**config.mk**
```make
export PLATFORM = sky130hd
export DESIGN_NAME = xbar_select_arbiter
export DESIGN_NICKNAME = d
export VERILOG_FILES = /design/src/rtl/xbar_select_arbiter.sv
export SDC_FILE = /design/constraint.sdc
export NUM_CORES = 1
export LEC_CHECK = 0
export BUFFER_PORTS_ARGS = -buffer_cell sky130_fd_sc_hd__buf_4
export CORE_MARGIN = 2
export CORE_UTILIZATION = 45
export CTS_CLUSTER_SIZE = 14
export DETAILED_ROUTE_END_ITERATION = 16
export HOLD_SLACK_MARGIN = 0.12
export SLEW_MARGIN = 25
export SYNTH_ARGS = -nofsm -noshare
export SYNTH_HDL_FRONTEND = slang
export SYNTH_SLANG_ARGS = --single-unit
```
**constraint.sdc**
```tcl
create_clock -name clk -period 4.5 [get_ports clk]
set_input_delay 0.9 -clock clk [delete_from_list [all_inputs] [get_ports clk]]
set_output_delay 0.9 -clock clk [all_outputs]
set_load 0.02 [all_outputs]
```
**src/rtl/xbar_select_arbiter.sv**
```systemverilog
// Per-output crossbar selector that grants round-robin and holds the owner until its tail flit fires.
// Grant and release take one edge; selects are registered. Flow control is the caller's fire; no stall is generated here.
module xbar_select_arbiter #(
  parameter int N    = 5,
  parameter int IDXW = $clog2(N),
  parameter int CNTW = 8
) (
  input  logic            clk,
  input  logic            rst,
  input  logic [N-1:0]    req,
  input  logic [N-1:0]    tail,
  input  logic            fire,
  output logic [N-1:0]    sel_onehot,
  output logic [IDXW-1:0] sel_idx,
  output logic            sel_valid,
  output logic [CNTW-1:0] flit_cnt
);

  localparam logic [0:0]      IDLE   = 1'b0;
  localparam logic [0:0]      LOCKED = 1'b1;
  localparam logic [IDXW:0]   NW     = (IDXW+1)'(N);
  localparam logic [IDXW-1:0] LAST   = IDXW'(N-1);

  logic [0:0]      state;
  logic [IDXW-1:0] owner;
  logic [IDXW-1:0] ptr;
  logic [IDXW-1:0] winner;
  logic            found;
  logic [IDXW:0]   cand;

  // Rotating priority search starting at ptr; the extra bit keeps ptr+k from wrapping before the mod-N fold.
  always_comb begin
    found  = 1'b0;
    winner = '0;
    cand   = '0;
    for (int k = 0; k < N; k++) begin
      cand = {1'b0, ptr} + (IDXW+1)'(k);
      if (cand >= NW) cand = cand - NW;
      if (!found && req[cand[IDXW-1:0]]) begin
        found  = 1'b1;
        winner = cand[IDXW-1:0];
      end
    end
  end

  always_ff @(posedge clk) begin
    if (rst) begin
      state      <= IDLE;
      owner      <= '0;
      ptr        <= '0;
      sel_onehot <= '0;
      sel_idx    <= '0;
      sel_valid  <= 1'b0;
      flit_cnt   <= '0;
    end else begin
      case (state)
        IDLE: begin
          if (found) begin
            state      <= LOCKED;
            owner      <= winner;
            sel_idx    <= winner;
            sel_onehot <= {{(N-1){1'b0}}, 1'b1} << winner;
            sel_valid  <= 1'b1;
            flit_cnt   <= '0;
          end
        end
        LOCKED: begin
          if (fire) begin
            if (tail[owner]) begin
              // ptr only advances on release, bounding any requester's wait to N-1 packets.
              state      <= IDLE;
              ptr        <= (owner == LAST) ? '0 : owner + 1'b1;
              sel_onehot <= '0;
              sel_idx    <= '0;
              sel_valid  <= 1'b0;
              flit_cnt   <= '0;
            end else if (flit_cnt != {CNTW{1'b1}}) begin
              flit_cnt <= flit_cnt + 1'b1;
            end
          end
        end
        default: state <= IDLE;
      endcase
    end
  end

endmodule

```
==> results.md, run 1 <==
* Cell Area, Placed at 0.00246 mm2
* DRT Wirelength at 5.55 mm
* Max Fanout on Critical Path at 18
* Final core utilization at 0.530
* Post-Syn Area at 0.00220 mm2
* Setup Viol. Count Final at 0
* Standard-cell rows at 25
* Top cells by count, synth: a21oi_1, nor2_1, dfxtp_1
* Clock transition at path regs at 0.08 ns
* Final Hold Vio Count at 0
* DRC violations left at 0
* Layout cells sized above 1 at 0.184
* CP arrival at 4.11 ns
* Initial DRC count at 206
* Worst Hold Launch: sel_onehot[2]
* Core Box Area at 0.00472 mm2
* FF-to-FF End: flit_cnt[2]
* Die Y at 73.9 um
* Min cycle time layout at 3.96 ns
* Post-synthesis async set-or-reset flop share at 0
* Max_slew headroom at 0.609
* Net count, final at 331
* Clock Sinks at 24
* Diodes inserted at 0
* Die Wd at 73.9 um
* EDFF count, synth at 0
* Hold endpoint: sel_onehot[2]
* Critical path class: reg2reg
* Req. time, crit path at 4.65 ns
* Peak supply drop at 0.254 mV
* Slew Limit Fails at 0
* Final ANT Viol Nets at 0
* Power Density at 486 mW/mm2
* Syn avg cell area at 7.83 um2
* Post-detail-place hpwl at 4.36 mm
* Unrepaired setup endpoints after global routing: no
* Net Count, Synth at 306
* Final Cycle Share at 0.880
* Yosys cell types at 63
* Crit start category: register
* Hold Path Stages at 2
* Starting Density at 0.466
* Via/cell ratio at 5.77
* FF+latch count, synth at 24
* Synthesized netlist cell count at 281
* Max Cap Viol at 0
* Reg2Reg Depth at 14
* CTS root buf: clkbuf_8
* Top cell type's share of synthesized area at 0.218
* Post-CTS Setup Repair Bufs at 0
* Inserted Clock Buffers at 3
* TNS Setup at 0 ns
* Pre-antenna DRT Iters at 4
* Die ar. at 0.00546 mm2
* Post-CTS sizing at 0
* Worst Hold Class: reg2reg
* Synth warn at 0
* Clock Tree Buf Depth at 2
* CTS tree: done
* Pleak at 1.04 nW
* Clock Latency Late Sink at 0.26 ns
* Io pins at 30
* Reg2reg setup slack at 0.54 ns
* H-tree lvl count at 1
* Final instance area at 0.00250 mm2
* GRT Residual Overflow at 0
* Vias in the first global route at 1988
* Outcome: completed
* Max Clk Rate at 0.252 GHz
* Main synth FF type: dfxtp_1
* IO buf count at 29
* Gr usage total at 0.224
* Area leader, netlist: dfxtp_1
* Drt wl/cell at 14.9 um
* Pwr Total at 1.22 mW
* Area grow syn2layout at 13.7%
* DR vias at 2139
* Number of buffers inserted by hold repair at cts at 0
* Seq/Total Area, Yosys at 0.218
* Worst Tran Pin Value at 0.580 ns
* Worst r2r src: ptr[1]
* Final Skew at 0.00445 ns
* Leading post-synthesis cells by cell area: dfxtp_1, ha_1, a21oi_1
* CP Capture Type: register
* First-pass GRT wire length at 9.64 mm
* Largest net degree at the start of global routing at 26
* Fin Hold WS at 0.454 ns
* Initial antenna violation count at 0
* Global placer's final weighted congestion at 0.879
-- critical path: stages, from the launching register on --
cell and delay [ns]:
dfxtp_1 0.63, inv_1 0.18, ha_1 0.29, ha_1 0.41, inv_1 0.12, o21ai_0 0.50
a2111oi_0 0.21, a21oi_1 0.29, o21ai_0 0.15, buf_4 0.17, o41ai_4 0.28, buf_4 0.26
a21boi_0 0.13, xnor2_1 0.16, nor2_1 0.05
-- cells by family (layout without fill, tap and decap cells) --
logic type,count (synthesis),count (layout),synth area share
mux,14,14,0.0779
simple gates,112,112,0.266
xor+xnor,11,11,0.0438
flops,24,24,0.218
buf+inv,29,52,0.0614
fa+ha+maj,12,12,0.0717
compound gates,79,79,0.261
-- sequential cells by signal, summed over array words and instances (netlist names) --
register    flops
flit_cnt        8
owner           3
ptr             3
sel_idx         3
sel_onehot      5
sel_valid       1
state           1
-- cell type report --
class	count	area, um2
well taps	67	83.8
clock buffers	3	41.3
fillers	469	2220
inverters	15	56.3
repair buffers	34	255
flip-flops and latches	24	480
multi-input cells	228	1580
-- metrics by stage --
| step | worst slack, ns | std cells |
|---|---|---|
| final | 0.539 | 371 |
| after global routing | 0.145 | 371 |
| after CTS | 0.558 | 371 |
| after detailed placement | 0.583 | 368 |
| after global placement | 0.676 | 368 |
| after floorplan | 0.886 | 281 |
-- power by group --
group | leakage [nW] | total [mW] | internal, mW | switching (mW)
Sequential | 0.195 | 0.296 | 0.253 | 0.0430
Clock | 0.0216 | 0.124 | 0.0598 | 0.0644
Combinational | 0.822 | 0.795 | 0.339 | 0.456
-- worst max-delay path by stage --
stage | cells past startpoint | startpoint | endpoint | slack (ns)
6_report | 14 | ptr[1] | flit_cnt[2] | 0.54
5_1_grt | 14 | ptr[1] | flit_cnt[2] | 0.14
4_1_cts | 11 | ptr[1] | sel_onehot[2] | 0.56
3_5_place_dp | 12 | ptr[1] | flit_cnt[2] | 0.58
3_3_place_gp | 12 | ptr[1] | flit_cnt[2] | 0.68
2_1_floorplan | 15 | ptr[1] | flit_cnt[6] | 0.89
-- metal layers --
metal / track usage / routed length [um] / up-vias
met3: 0.0165 / 194 / 9
met4: 0.0727 / 99 / 0
li1: - / - / 1073
met1: 0.313 / 2540 / 1000
met2: 0.365 / 2720 / 57
met5: 0 / 0 / -
-- layout by cell type, fill, tap and decap left out, types with 3 or more instances in the layout --
cell / count
or3_1: 3
nor2_1: 27
mux2i_1: 7
nand3b_1: 4
o32ai_1: 3
nor3_1: 10
mux2_2: 5
nand3_1: 13
inv_1: 13
a21oi_1: 27
nand2_1: 17
clkbuf_8: 3
or2_2: 4
and2_1: 3
a211oi_1: 5
dfxtp_1: 24
and3_1: 4
nand4_1: 4
buf_4: 34
xnor2_1: 10
o21ai_0: 10
nor2b_1: 7
a22o_1: 4
nand2b_1: 8
ha_1: 11
(Power assumes the default switching activity.)
==> run 2: changes to the inputs <==
- BUFFER_PORTS_ARGS: -buffer_cell sky130_fd_sc_hd__buf_4 -> not set
- DONT_BUFFER_PORTS: not set -> 1
==> results.md, run 2 (synthesized netlist as in run 1, its figures left out) <==
* Top flop regs: flit_cnt (8), sel_onehot (5) (unchanged)
* Max Fanout on Critical Path at 18 (unchanged)
* Most frequent cell on the critical path: or3_1
* Slew Limit Fails at 0 (unchanged)
* IO buf count at 0 (was 29)
* CP arrival at 3.87 ns (was 4.11 ns)
* Register area at 480 um2 (unchanged)
* Max_slew headroom at 0.514 (was 0.609)
* Unrepaired setup endpoints after global routing: no (unchanged)
* Power Density at 508 mW/mm2 (was 486 mW/mm2)
* H-tree lvl count at 1 (unchanged)
* First-pass GRT wire length at 9.18 mm (was 9.64 mm)
* CTS root buf: clkbuf_8 (unchanged)
* Die Wd at 73.9 um (unchanged)
* Standard-cell rows at 25 (unchanged)
* Diodes inserted at 0 (unchanged)
* Drt wl/cell at 16.0 um (was 14.9 um)
* Pre-antenna DRT Iters at 4 (unchanged)
* Die ar. at 0.00546 mm2 (unchanged)
* CTS tree: done (unchanged)
* TNS Setup at 0 ns (unchanged)
* Critical path's slowest cell: ha_1 (was dfxtp_1)
* Number of flip-flops in the largest register at 8 (unchanged)
* Die Y at 73.9 um (unchanged)
* Worst Hold Class: reg2reg (unchanged)
* Post-CTS sizing at 0 (unchanged)
* Post-detail-place hpwl at 4.22 mm (was 4.36 mm)
* Core Box Area at 0.00472 mm2 (unchanged)
* Starting Density at 0.466 (unchanged)
* Gr usage total at 0.215 (was 0.224)
* Clock Latency Late Sink at 0.26 ns (about the same)
* Cell breakdown of the critical path: inv_2, ha_1, mux2_2, mux2i_1, o32ai_1, or3_1, or3_1, o41ai_4, buf_4, a21boi_0, xnor2_1, nor2_1 (was inv_1, ha_1, ha_1, inv_1, o21ai_0, a2111oi_0, a21oi_1, o21ai_0, buf_4, o41ai_4, buf_4, a21boi_0, xnor2_1, nor2_1)
* Post-CTS Setup Repair Bufs at 0 (unchanged)
* Largest net degree at the start of global routing at 29 (was 26)
* GRT Residual Overflow at 0 (unchanged)
* Final Hold Vio Count at 0 (unchanged)
* DRC violations left at 0 (unchanged)
* Clock Tree Buf Depth at 2 (unchanged)
* Final Skew at 0.00196 ns (was 0.00445 ns)
* Io pins at 30 (unchanged)
* Area grow syn2layout at 3.13% (was 13.7%)
* Via/cell ratio at 5.96 (was 5.77)
* DRT Wirelength at 5.45 mm (was 5.55 mm)
* Cell total after placement at 337 (was 368)
* Largest Register: flit_cnt (unchanged)
* Layout cells sized above 1 at 0.0916 (was 0.184)
* Final ANT Viol Nets at 0 (unchanged)
* Fill cells at 479 (was 469)
* GR Layer Usage met3 at 0.0329 (was 0.0165)
* Most frequent cells in the layout: nor2_1, a21oi_1, dfxtp_1 (was buf_4, nor2_1, a21oi_1)
* Setup Viol. Count Final at 0 (unchanged)
* Number of buffers inserted by hold repair at cts at 0 (unchanged)
* Worst Tran Pin Value at 0.721 ns (was 0.580 ns)
* Pleak at 0.879 nW (was 1.04 nW)
* Final Cycle Share at 0.829 (was 0.880)
* Peak supply drop at 0.247 mV (was 0.254 mV)
* Inserted Clock Buffers at 3 (unchanged)
* Max Cap Viol at 0 (unchanged)
* Crit start category: register (unchanged)
* Vias in the first global route at 1935 (was 1988)
* Met1 usage at 0.271 (was 0.313)
* Gr busiest metal: met2 (unchanged)
* DR vias at 2026 (was 2139)
* Initial antenna violation count at 0 (unchanged)
* Max Clk Rate at 0.268 GHz (was 0.252 GHz)
* Net count, final at 300 (was 331)
* Clock transition at path regs at 0.08 ns (about the same)
* Clock Sinks at 24 (unchanged)
* Critical path class: reg2reg (unchanged)
* CP Capture Type: register (unchanged)
* Final core utilization at 0.480 (was 0.530)
* Req. time, crit path at 4.64 ns (was 4.65 ns)
* Worst path max stage delay at 0.59 ns (was 0.63 ns)
* Post-route insts no fill at 340 (was 371)
* Footprint of the multi-input gates at 0.00158 mm2 (unchanged)
* Min cycle time layout at 3.73 ns (was 3.96 ns)
* Routing usage on met2 at 0.374 (was 0.365)
* Global placer's final weighted congestion at 0.857 (was 0.879)
* Outcome: completed (unchanged)
* Initial DRC count at 126 (was 206)
run 2: cell types whose count changed in the layout (fill, tap and decap cells not counted):
| cell | delta |
|---|---|
| buf_4 | -31 |
run 2: critical path, delay by kind of cell (launching register included):
family / cells / cell delay [ns]
adders and majority gates: 1 / 0.59
AOI/OAI and AO/OA: 3 / 0.69
buffers and inverters: 2 / 0.37
and+or+nand+nor: 3 / 0.93
muxes: 2 / 0.54
DFF: 1 / 0.34
xor gates and xnor gates: 1 / 0.15
run 2: cell type report:
class	instances	area share
Timing Repair Buffer	3	0.00993
Multi-Input combinational cell	228	0.698
Inverter	15	0.0248
Clock buffer	3	0.0182
Tap cell	67	0.0370
Sequential cell	24	0.212
run 2: per-stage QoR:
step | hold WS (ns) | setup slack [ns] | area [um2] | power [mW]
after floorplan | 0.463 | 0.886 | 2200 | 0.902
after global placement | 0.489 | 0.841 | 2230 | 1.03
after detailed placement | 0.492 | 0.835 | 2230 | 1.03
after CTS | 0.503 | 0.810 | 2270 | 1.16
after global routing | 0.535 | 0.423 | 2270 | 1.25
final | 0.501 | 0.772 | 2270 | 1.15
run 2: worst paths after layout:
path / start / endpoint / slack, ns / cells past startpoint
hold reg to reg: owner[2] / owner[2] / 0.50 / 2
setup / recovery: ptr[0] / flit_cnt[2] / 0.77 / 12
setup reg to reg: ptr[0] / flit_cnt[2] / 0.77 / 12
hold / removal: owner[2] / owner[2] / 0.50 / 2
run 2: layer usage:
| layer | share of wire | up-vias |
|---|---|---|
| met5 | 0 | - |
| met4 | 0.018 | 0 |
| met3 | 0.046 | 11 |
| met2 | 0.50 | 49 |
| met1 | 0.43 | 945 |
| li1 | - | 1021 |
run 2: power by group:
group          switching (mW)  leakage, nW  total, mW  internal [mW]
combinational           0.416        0.662      0.709          0.293
clock                  0.0611       0.0216      0.121         0.0597
sequential             0.0708        0.195      0.324          0.253
==> run 3: changes to the inputs <==
- clock period: 4.5 -> 3.7 ns (I/O delays scaled with it)
==> results.md, run 3 (synthesized netlist as in run 1, its figures left out) <==
* Area grow syn2layout at 7.28% (was 3.13%)
* Final core utilization at 0.500 (was 0.480)
* Max Fanout on Critical Path at 18 (unchanged)
* DR vias at 2089 (was 2026)
* Clock Latency Late Sink at 0.26 ns (about the same)
* CTS tree: done (unchanged)
* Pre-antenna DRT Iters at 4 (unchanged)
* Most frequent cells in the layout: nor2_1, a21oi_1, dfxtp_1 (unchanged)
* Crit start category: register (unchanged)
* Fill cells at 467 (was 479)
* CTS root buf: clkbuf_8 (unchanged)
* Internal at 0.780 mW (was 0.605 mW)
* CP arrival at 3.61 ns (was 3.87 ns)
* Core Box Area at 0.00472 mm2 (unchanged)
* CP Capture Type: register (unchanged)
* Clock power share at 0.101 (was 0.105)
* Clock Tree Buf Depth at 2 (unchanged)
* Inserted Clock Buffers at 3 (unchanged)
* Final Skew at 0.00187 ns (was 0.00196 ns)
* Max Clk Rate at 0.289 GHz (was 0.268 GHz)
* Final Hold Vio Count at 0 (unchanged)
* Final Cycle Share at 0.934 (was 0.829)
* Power Density at 621 mW/mm2 (was 508 mW/mm2)
* GRT Residual Overflow at 0 (unchanged)
* Slew Limit Fails at 0 (unchanged)
* Switching share of total power at 0.467 (was 0.475)
* H-tree lvl count at 1 (unchanged)
* Part of the power in registers at 0.268 (was 0.281)
* Initial antenna violation count at 0 (unchanged)
* IO buf count at 0 (unchanged)
* Max_slew headroom at 0.654 (was 0.514)
* Number of flip-flops in the largest register at 8 (unchanged)
* Outcome: completed (unchanged)
* Top flop regs: flit_cnt (8), sel_onehot (5) (unchanged)
* Clock transition at path regs at 0.08 ns (about the same)
* Max Cap Viol at 0 (unchanged)
* Largest Register: flit_cnt (unchanged)
* Req. time, crit path at 3.86 ns (was 4.64 ns)
* Largest net degree at the start of global routing at 19 (was 29)
* Diodes inserted at 0 (unchanged)
* Comb power frac at 0.631 (was 0.614)
* Layout cells sized above 1 at 0.134 (was 0.0916)
* Unrepaired setup endpoints after global routing: no (unchanged)
* Die Wd at 73.9 um (unchanged)
* Net count, final at 311 (was 300)
* Worst Tran Pin Value at 0.517 ns (was 0.721 ns)
* Worst Hold Class: reg2reg (unchanged)
* Initial DRC count at 139 (was 126)
* Starting Density at 0.466 (unchanged)
* Io pins at 30 (unchanged)
* Gr usage total at 0.222 (was 0.215)
* Setup Viol. Count Final at 0 (unchanged)
* Final ANT Viol Nets at 0 (unchanged)
* Via/cell ratio at 5.95 (was 5.96)
* Vias in the first global route at 2033 (was 1935)
* Die Y at 73.9 um (unchanged)
* TNS Setup at 0 ns (unchanged)
* DRT Wirelength at 5.75 mm (was 5.45 mm)
* Die ar. at 0.00546 mm2 (unchanged)
* Pleak at 0.936 nW (was 0.879 nW)
* Peak supply drop at 0.350 mV (was 0.247 mV)
* Clock Sinks at 24 (unchanged)
* Global placer's final weighted congestion at 0.862 (was 0.857)
* Min cycle time layout at 3.46 ns (was 3.73 ns)
* Post-detail-place hpwl at 4.57 mm (was 4.22 mm)
* DRC violations left at 0 (unchanged)
* Footprint of the multi-input gates at 0.00159 mm2 (was 0.00158 mm2)
* Standard-cell rows at 25 (unchanged)
* Critical path class: reg2reg (unchanged)
* Psw at 0.685 mW (was 0.548 mW)
* Register area at 480 um2 (unchanged)
* Drt wl/cell at 16.4 um (was 16.0 um)
* First-pass GRT wire length at 9.49 mm (was 9.18 mm)
==> run 3: per-layer routing <==
layer	global-route usage	vias to the layer above	share of wire
met5	0	-	0
met4	0.0949	0	0.029
met3	0.0329	17	0.048
met2	0.389	56	0.49
met1	0.268	979	0.43
li1	-	1037	-
==> run 3: timing repair <==
item                                    CTS  global route
hold buffers                              0             0
buffers inserted                          0             0
gates resized for setup                   0             4
endpoints found under the setup margin    0            18
==> run 3: worst paths after layout <==
kind | startpoint | end | slack, ns | depth (start not counted)
max reg2reg | ptr[1] | flit_cnt[2] | 0.24 | 14
min | owner[2] | owner[2] | 0.49 | 2
max | ptr[1] | flit_cnt[2] | 0.24 | 14
min reg2reg | owner[2] | owner[2] | 0.49 | 2
==> run 3: layout make-up <==
| cell class | instances | area share |
|---|---|---|
| multi-input combinational | 228 | 0.673 |
| sequential | 24 | 0.204 |
| timing repair buffer | 14 | 0.0461 |
| tap | 67 | 0.0355 |
| inverter | 15 | 0.0239 |
| clock buffer | 3 | 0.0175 |
==> run 3: power by group through the flow <==
stage / sequential, mW / clock (mW) / combinational [mW]
5_1_grt: 0.401 / 0.163 / 1.02
4_1_cts: 0.394 / 0.154 / 0.912
3_3_place_gp: 0.400 / 0 / 0.904
6_report: 0.393 / 0.147 / 0.924
3_5_place_dp: 0.400 / 0 / 0.905
2_1_floorplan: 0.385 / 0 / 0.712
==> run 3: critical path, cell delays in order (launching register included) <==
cell and delay (ns):
dfxtp_1 0.35, buf_4 0.17, ha_1 0.22, inv_1 0.07, fa_1 0.52, o21bai_1 0.14
and2_1 0.22, a31oi_1 0.09, a31o_2 0.26, or2_2 0.36, o41ai_4 0.39, buf_6 0.22
a21boi_0 0.12, xnor2_1 0.16, nor2_1 0.05
==> run 3: through the flow <==
step                      power, mW  instances  setup WS, ns  area, um2  hold WS, ns
after global placement         1.30        348         0.166       2310        0.488
after detailed placement       1.31        348         0.197       2310        0.486
after global routing           1.59        351        0.0123       2360        0.521
after CTS                      1.46        351         0.173       2350        0.496
after floorplan                1.10        281        0.0861       2200        0.463
final                          1.46        351         0.244       2360        0.493
